==> src/rtl/mips_muldiv_unit.sv <==
// Iterative MIPS multiply/divide unit with architectural HI/LO registers.
// One bit per clock: shift-add multiply, restoring divide, fixed WIDTH+2 latency.
module mips_muldiv_unit #(
    parameter int WIDTH = 32
) (
    input  logic             clock,
    input  logic             reset,
    input  logic             start,
    input  logic [2:0]       op,
    input  logic [WIDTH-1:0] a,
    input  logic [WIDTH-1:0] b,
    output logic             ready,
    output logic             busy,
    output logic             done,
    output logic             div_by_zero,
    output logic [WIDTH-1:0] hi,
    output logic [WIDTH-1:0] lo
);

    localparam int CW = $clog2(WIDTH + 1);

    localparam logic [1:0] S_IDLE = 2'd0;
    localparam logic [1:0] S_PREP = 2'd1;
    localparam logic [1:0] S_RUN  = 2'd2;
    localparam logic [1:0] S_FIX  = 2'd3;

    localparam logic [2:0] OP_MTHI = 3'b100;
    localparam logic [2:0] OP_MTLO = 3'b101;

    logic [1:0]       state;
    logic [1:0]       op_r;       // bit1: divide, bit0: unsigned
    logic [WIDTH-1:0] a_r, b_r, b_mag, acc, q;
    logic [CW-1:0]    count;
    logic             sign_a, sign_b;

    logic             accept_idle, accept_md;
    logic             is_signed;
    logic [WIDTH:0]   mul_sum, div_shift;
    logic [WIDTH+1:0] div_diff;
    logic [2*WIDTH-1:0] prod_fix;
    logic [WIDTH-1:0] quo_fix, rem_fix, hi_next, lo_next;

    assign busy        = (state != S_IDLE);
    assign ready       = ~busy;
    assign accept_idle = start && (state == S_IDLE);
    assign accept_md   = accept_idle && (op[2] == 1'b0);
    assign is_signed   = ~op_r[0];

    always_comb begin
        // NOTE: every always_comb output gets a default first so no latch is inferred.
        mul_sum   = {1'b0, acc} + (q[0] ? {1'b0, b_mag} : {(WIDTH+1){1'b0}});
        div_shift = {acc, q[WIDTH-1]};
        div_diff  = {1'b0, div_shift} - {2'b00, b_mag};
        prod_fix  = (sign_a ^ sign_b) ? -{acc, q} : {acc, q};
        quo_fix   = (sign_a ^ sign_b) ? -q : q;
        rem_fix   = sign_a ? -acc : acc;
        hi_next   = prod_fix[2*WIDTH-1:WIDTH];
        lo_next   = prod_fix[WIDTH-1:0];
        if (op_r[1]) begin
            if (div_by_zero) begin
                hi_next = a_r;
                lo_next = '1;
            end else begin
                hi_next = rem_fix;
                lo_next = quo_fix;
            end
        end
    end

    // Control state and architectural registers; reset aborts any operation.
    always_ff @(posedge clock or posedge reset) begin
        if (reset) begin
            // NOTE: sequential state uses non-blocking assignments only.
            state       <= S_IDLE;
            count       <= '0;
            done        <= 1'b0;
            div_by_zero <= 1'b0;
            hi          <= '0;
            lo          <= '0;
        end else begin
            done <= 1'b0;
            case (state)
                S_IDLE: begin
                    if (accept_md) begin
                        state       <= S_PREP;
                        div_by_zero <= op[1] && (b == '0);
                    end else if (accept_idle && op == OP_MTHI) begin
                        hi <= a;
                    end else if (accept_idle && op == OP_MTLO) begin
                        lo <= a;
                    end
                end
                S_PREP: begin
                    state <= S_RUN;
                    count <= CW'(WIDTH);
                end
                S_RUN: begin
                    count <= count - 1'b1;
                    if (count == CW'(1))
                        state <= S_FIX;
                end
                default: begin
                    state <= S_IDLE;
                    done  <= 1'b1;
                    hi    <= hi_next;
                    lo    <= lo_next;
                end
            endcase
        end
    end

    // NOTE: datapath registers carry no reset; the FSM guarantees they are loaded before use.
    always_ff @(posedge clock) begin
        if (accept_md) begin
            a_r  <= a;
            b_r  <= b;
            op_r <= op[1:0];
        end
        case (state)
            S_PREP: begin
                sign_a <= is_signed && a_r[WIDTH-1];
                sign_b <= is_signed && b_r[WIDTH-1];
                q      <= (is_signed && a_r[WIDTH-1]) ? -a_r : a_r;
                b_mag  <= (is_signed && b_r[WIDTH-1]) ? -b_r : b_r;
                acc    <= '0;
            end
            S_RUN: begin
                if (op_r[1]) begin
                    // Restoring step: keep the subtraction only when it does not borrow.
                    if (!div_diff[WIDTH+1]) begin
                        acc <= div_diff[WIDTH-1:0];
                        q   <= {q[WIDTH-2:0], 1'b1};
                    end else begin
                        acc <= div_shift[WIDTH-1:0];
                        q   <= {q[WIDTH-2:0], 1'b0};
                    end
                end else begin
                    acc <= mul_sum[WIDTH:1];
                    q   <= {mul_sum[0], q[WIDTH-1:1]};
                end
            end
            default: ;
        endcase
    end

endmodule
==> config.mk <==
export PLATFORM = sky130hd
export DESIGN_NAME = mips_muldiv_unit
export DESIGN_NICKNAME = d
export VERILOG_FILES = /design/src/rtl/mips_muldiv_unit.sv
export SDC_FILE = /design/constraint.sdc
export NUM_CORES = 1
export LEC_CHECK = 0
export ABC_AREA = 1
export CAP_MARGIN = 20
export CORE_MARGIN = 5
export CORE_UTILIZATION = 55
export CTS_CLUSTER_DIAMETER = 60
export DETAILED_ROUTE_END_ITERATION = 12
export PLACE_DENSITY = 0.75
export SLEW_MARGIN = 20
export SYNTH_ARGS = -nofsm -noshare
export SYNTH_HDL_FRONTEND = slang
export SYNTH_SLANG_ARGS = --single-unit
==> constraint.sdc <==
create_clock -name clock -period 6 [get_ports clock]
set_input_delay 0.9 -clock clock [delete_from_list [all_inputs] [get_ports clock]]
set_output_delay 0.9 -clock clock [all_outputs]
set_load 0.01 [all_outputs]
==> results.yml <==
route:
  ant_nets: 0
  wl_per_cell_um: 21.8
  vias_per_cell: 6.04
  route.detailed.drc: 0
  drtPass1Iterations: 7
  vias: 21800
  drt_iter0_drc: 2769
  wirelength_um: 78800
place:
  post-place-ws_ns: 2.13
  gp_congestion: 1.04
  hpwl_um: 61700
  place_area_mm2: 0.0216
  post-place-cells: 3551
  port_buffers: 137
critical_path:
  critPathArrivalTime_ns: 4.30
  worstSetupPathType: "reg -> reg"
  cp.required_ns: 6.48
  end_kind: "register"
  path_max_fanout: 61
  worst_setup_path_start_kind: "register"
global_route:
  track_usage_pct: 37.2
  grt_pass1_wl_um: 118000
  overflow: 0
  grt_pass1_vias: 20000
  antenna_found_initial: 3
  grt_max_degree: 78
layout:
  seq_area_mm2: 0.00678
  layout-drive-gt1-share_pct: 4.89
  syn_to_final_growth_pct: 14.2
  fin_area_mm2: 0.0228
  nFillCells: 3285
  diodes: 0
  stdcell_count: 3610
  nets: 3270
  multi_input_area_mm2: 0.0112
timing:
  tightest_slew_ns: 1.18
  layout_setup_ws_ns: 2.18
  rsz0062_at_grt: "false"
  slew_violations: 0
  period_share_pct: 63.7
  timing.final.crit_period_ns: 3.82
  max_slew_margin_pct: 20.5
  max_freq_mhz: 262
  tns_ns: 0
  clock_skew_ns: 0.0152
  finalHoldViolations: 0
  setup_viol: 0
clock_network:
  ctsHtreeMaxLevel: 1
  ctsResizeCount: 0
  clkLatencyLatePin_ns: 0.61
  clk_pin_slew_ns: 0.06
  cts.sinks: 238
  hold_buffers: 0
  clock_path_buffers: 3
  cts_setup_buffers: 0
  clock-root-buffer: "clkbuf_16"
  tritoncts: "yes"
  cts_made_buffers: 31
yosys:
  netlist_instances: 3028
  synthTopCellsByArea: "edfxtp_1 (25%), nand2_1 (16%), dfrtp_1 (9.3%), inv_1 (7.6%), a21oi_1 (7.2%)"
  ys_top_cells_by_count: "nand2_1 (859), inv_1 (402), nor2_1 (348)"
  avgSynthCellArea_um2: 6.59
  synth_top_cell_area_share_pct: 24.7
  netlist_area_mm2: 0.0199
  ys_ff_latch: 238
  yosysMostFrequentCell: "nand2_1"
  yosysTopAreaCell: "edfxtp_1"
  synth_ff_type: "edfxtp_1"
  ys_async_sr_fraction_pct: 31.1
  syn-num-nets: 3174
  yosysSeqAreaShare_pct: 34.0
  synth_edf_count: 164
  yosysWarningCount: 0
  synth_cell_types: 51
die:
  dieArea_mm2: 0.0402
  rows: 69
  core_mm2: 0.0357
  die_w_um: 200
  start_util_pct: 55.9
  die_h_um: 200
  ios: 138
run_status:
  outcome: "completed"
job:
  drv_cap: 0
power:
  ir_worst_vdd_mv: 0.554
  power.density_mw_per_mm2: 618
  p_total_w: 0.0141
  leakagePower_nw: 10.9
min_path:
  hold_path_class: "reg -> reg"
## logic make-up (layout without fill, tap and decap cells)
group / after synthesis / after routing / share of synthesized area (%)
buffers and inverters: 507 / 628 / 9.92
adder cells (fa/ha/maj): 76 / 76 / 4.84
AO/OA/AOI/OAI: 539 / 539 / 14.2
AND/OR/NAND/NOR: 1604 / 1604 / 34.2
XOR/XNOR: 64 / 64 / 2.81
flip-flops: 238 / 238 / 34.0
## registers in the layout (all words and copies together) (netlist names)
name,count
sign_b,1
b_mag,32
sign_a,1
count,6
b_r,32
hi,32
state,2
q,32
div_by_zero,1
lo,32
done,1
op_r,2
acc,32
a_r,32
## power breakdown
| part | switching (W) | internal [W] |
|---|---|---|
| Combinational | 0.00582 | 0.00269 |
| Clock | 0.000825 | 0.00115 |
| Sequential | 0.000947 | 0.00263 |
| Total | 0.00759 | 0.00647 |
## path summary, 6_finish.rpt
check                      startpoint       end  slack, ns  cells after the start
setup / recovery             state[0]     hi[7]       2.18                      8
hold reg to reg                b_r[0]  b_mag[0]       0.48                      0
setup reg to reg             state[0]     hi[7]       2.18                      8
hold / removal                 b_r[0]  b_mag[0]       0.48                      0
max in group asynchronous       reset  count[5]       4.45                      3
min in group asynchronous       reset     lo[3]       0.90                      3
## area by class of cell
cell class / instances / area share [%]
multi-input cells: 2283 / 49.2
clock inverters: 18 / 0.720
well taps: 461 / 2.53
inverters: 413 / 6.82
flip-flops and latches: 238 / 29.8
repair buffers: 157 / 6.77
clock buffers: 40 / 4.20
## cell usage in the layout (no fill, tap or decap), drive strengths merged
cell type      netlist  layout
xor2                59      59
or2                  8       8
a2bb2oi              1       1
o211ai               8       8
ha                  74      74
o21a                 3       3
o22ai                4       4
nor4                14      14
dfrtp               74      74
a31oi               13      13
fa                   2       2
o41ai                1       1
clkbuf              66      40
and3                 3       3
clkdlybuf4s50        0     137
nor3                39      39
o21bai               8       8
nor2               371     371
a211oi               1       1
buf                 28      20
xnor2                5       5
o21ai              197     197
nand3b              11      11
edfxtp             164     164
nand2              882     882
clkinv               2      15
o31ai               11      11
nor3b                1       1
nand3              225     225
nand2b               1       1
nand4               45      45
a21oi              292     292
inv                411     416
and2                 4       4
## metrics by stage
step,utilization [%],hold WS (ns)
final,63.9,0.478
after global routing,63.9,0.503
after CTS,63.8,0.491
after detailed placement,60.6,0.474
after global placement,60.6,0.440
after floorplan,-,0.426
## critical path, stage by stage, from the launching register on
cell and delay [ns]:
dfrtp_1 0.40, inv_1 0.11, ha_2 0.17, buf_4 0.50, o21ai_0 0.18, nand2_1 0.75
clkinv_1 1.06, nor2_1 0.39, a21oi_1 0.11
## metal layers
metal | vias up | wire length [um] | GRT usage (%)
met3 | 234 | 11600 | 13.4
met5 | - | 146 | 2.26
li1 | 10100 | - | -
met1 | 10000 | 32100 | 53.2
met4 | 6 | 3540 | 13.0
met2 | 1448 | 31300 | 51.9
(Power assumes the default switching activity.)
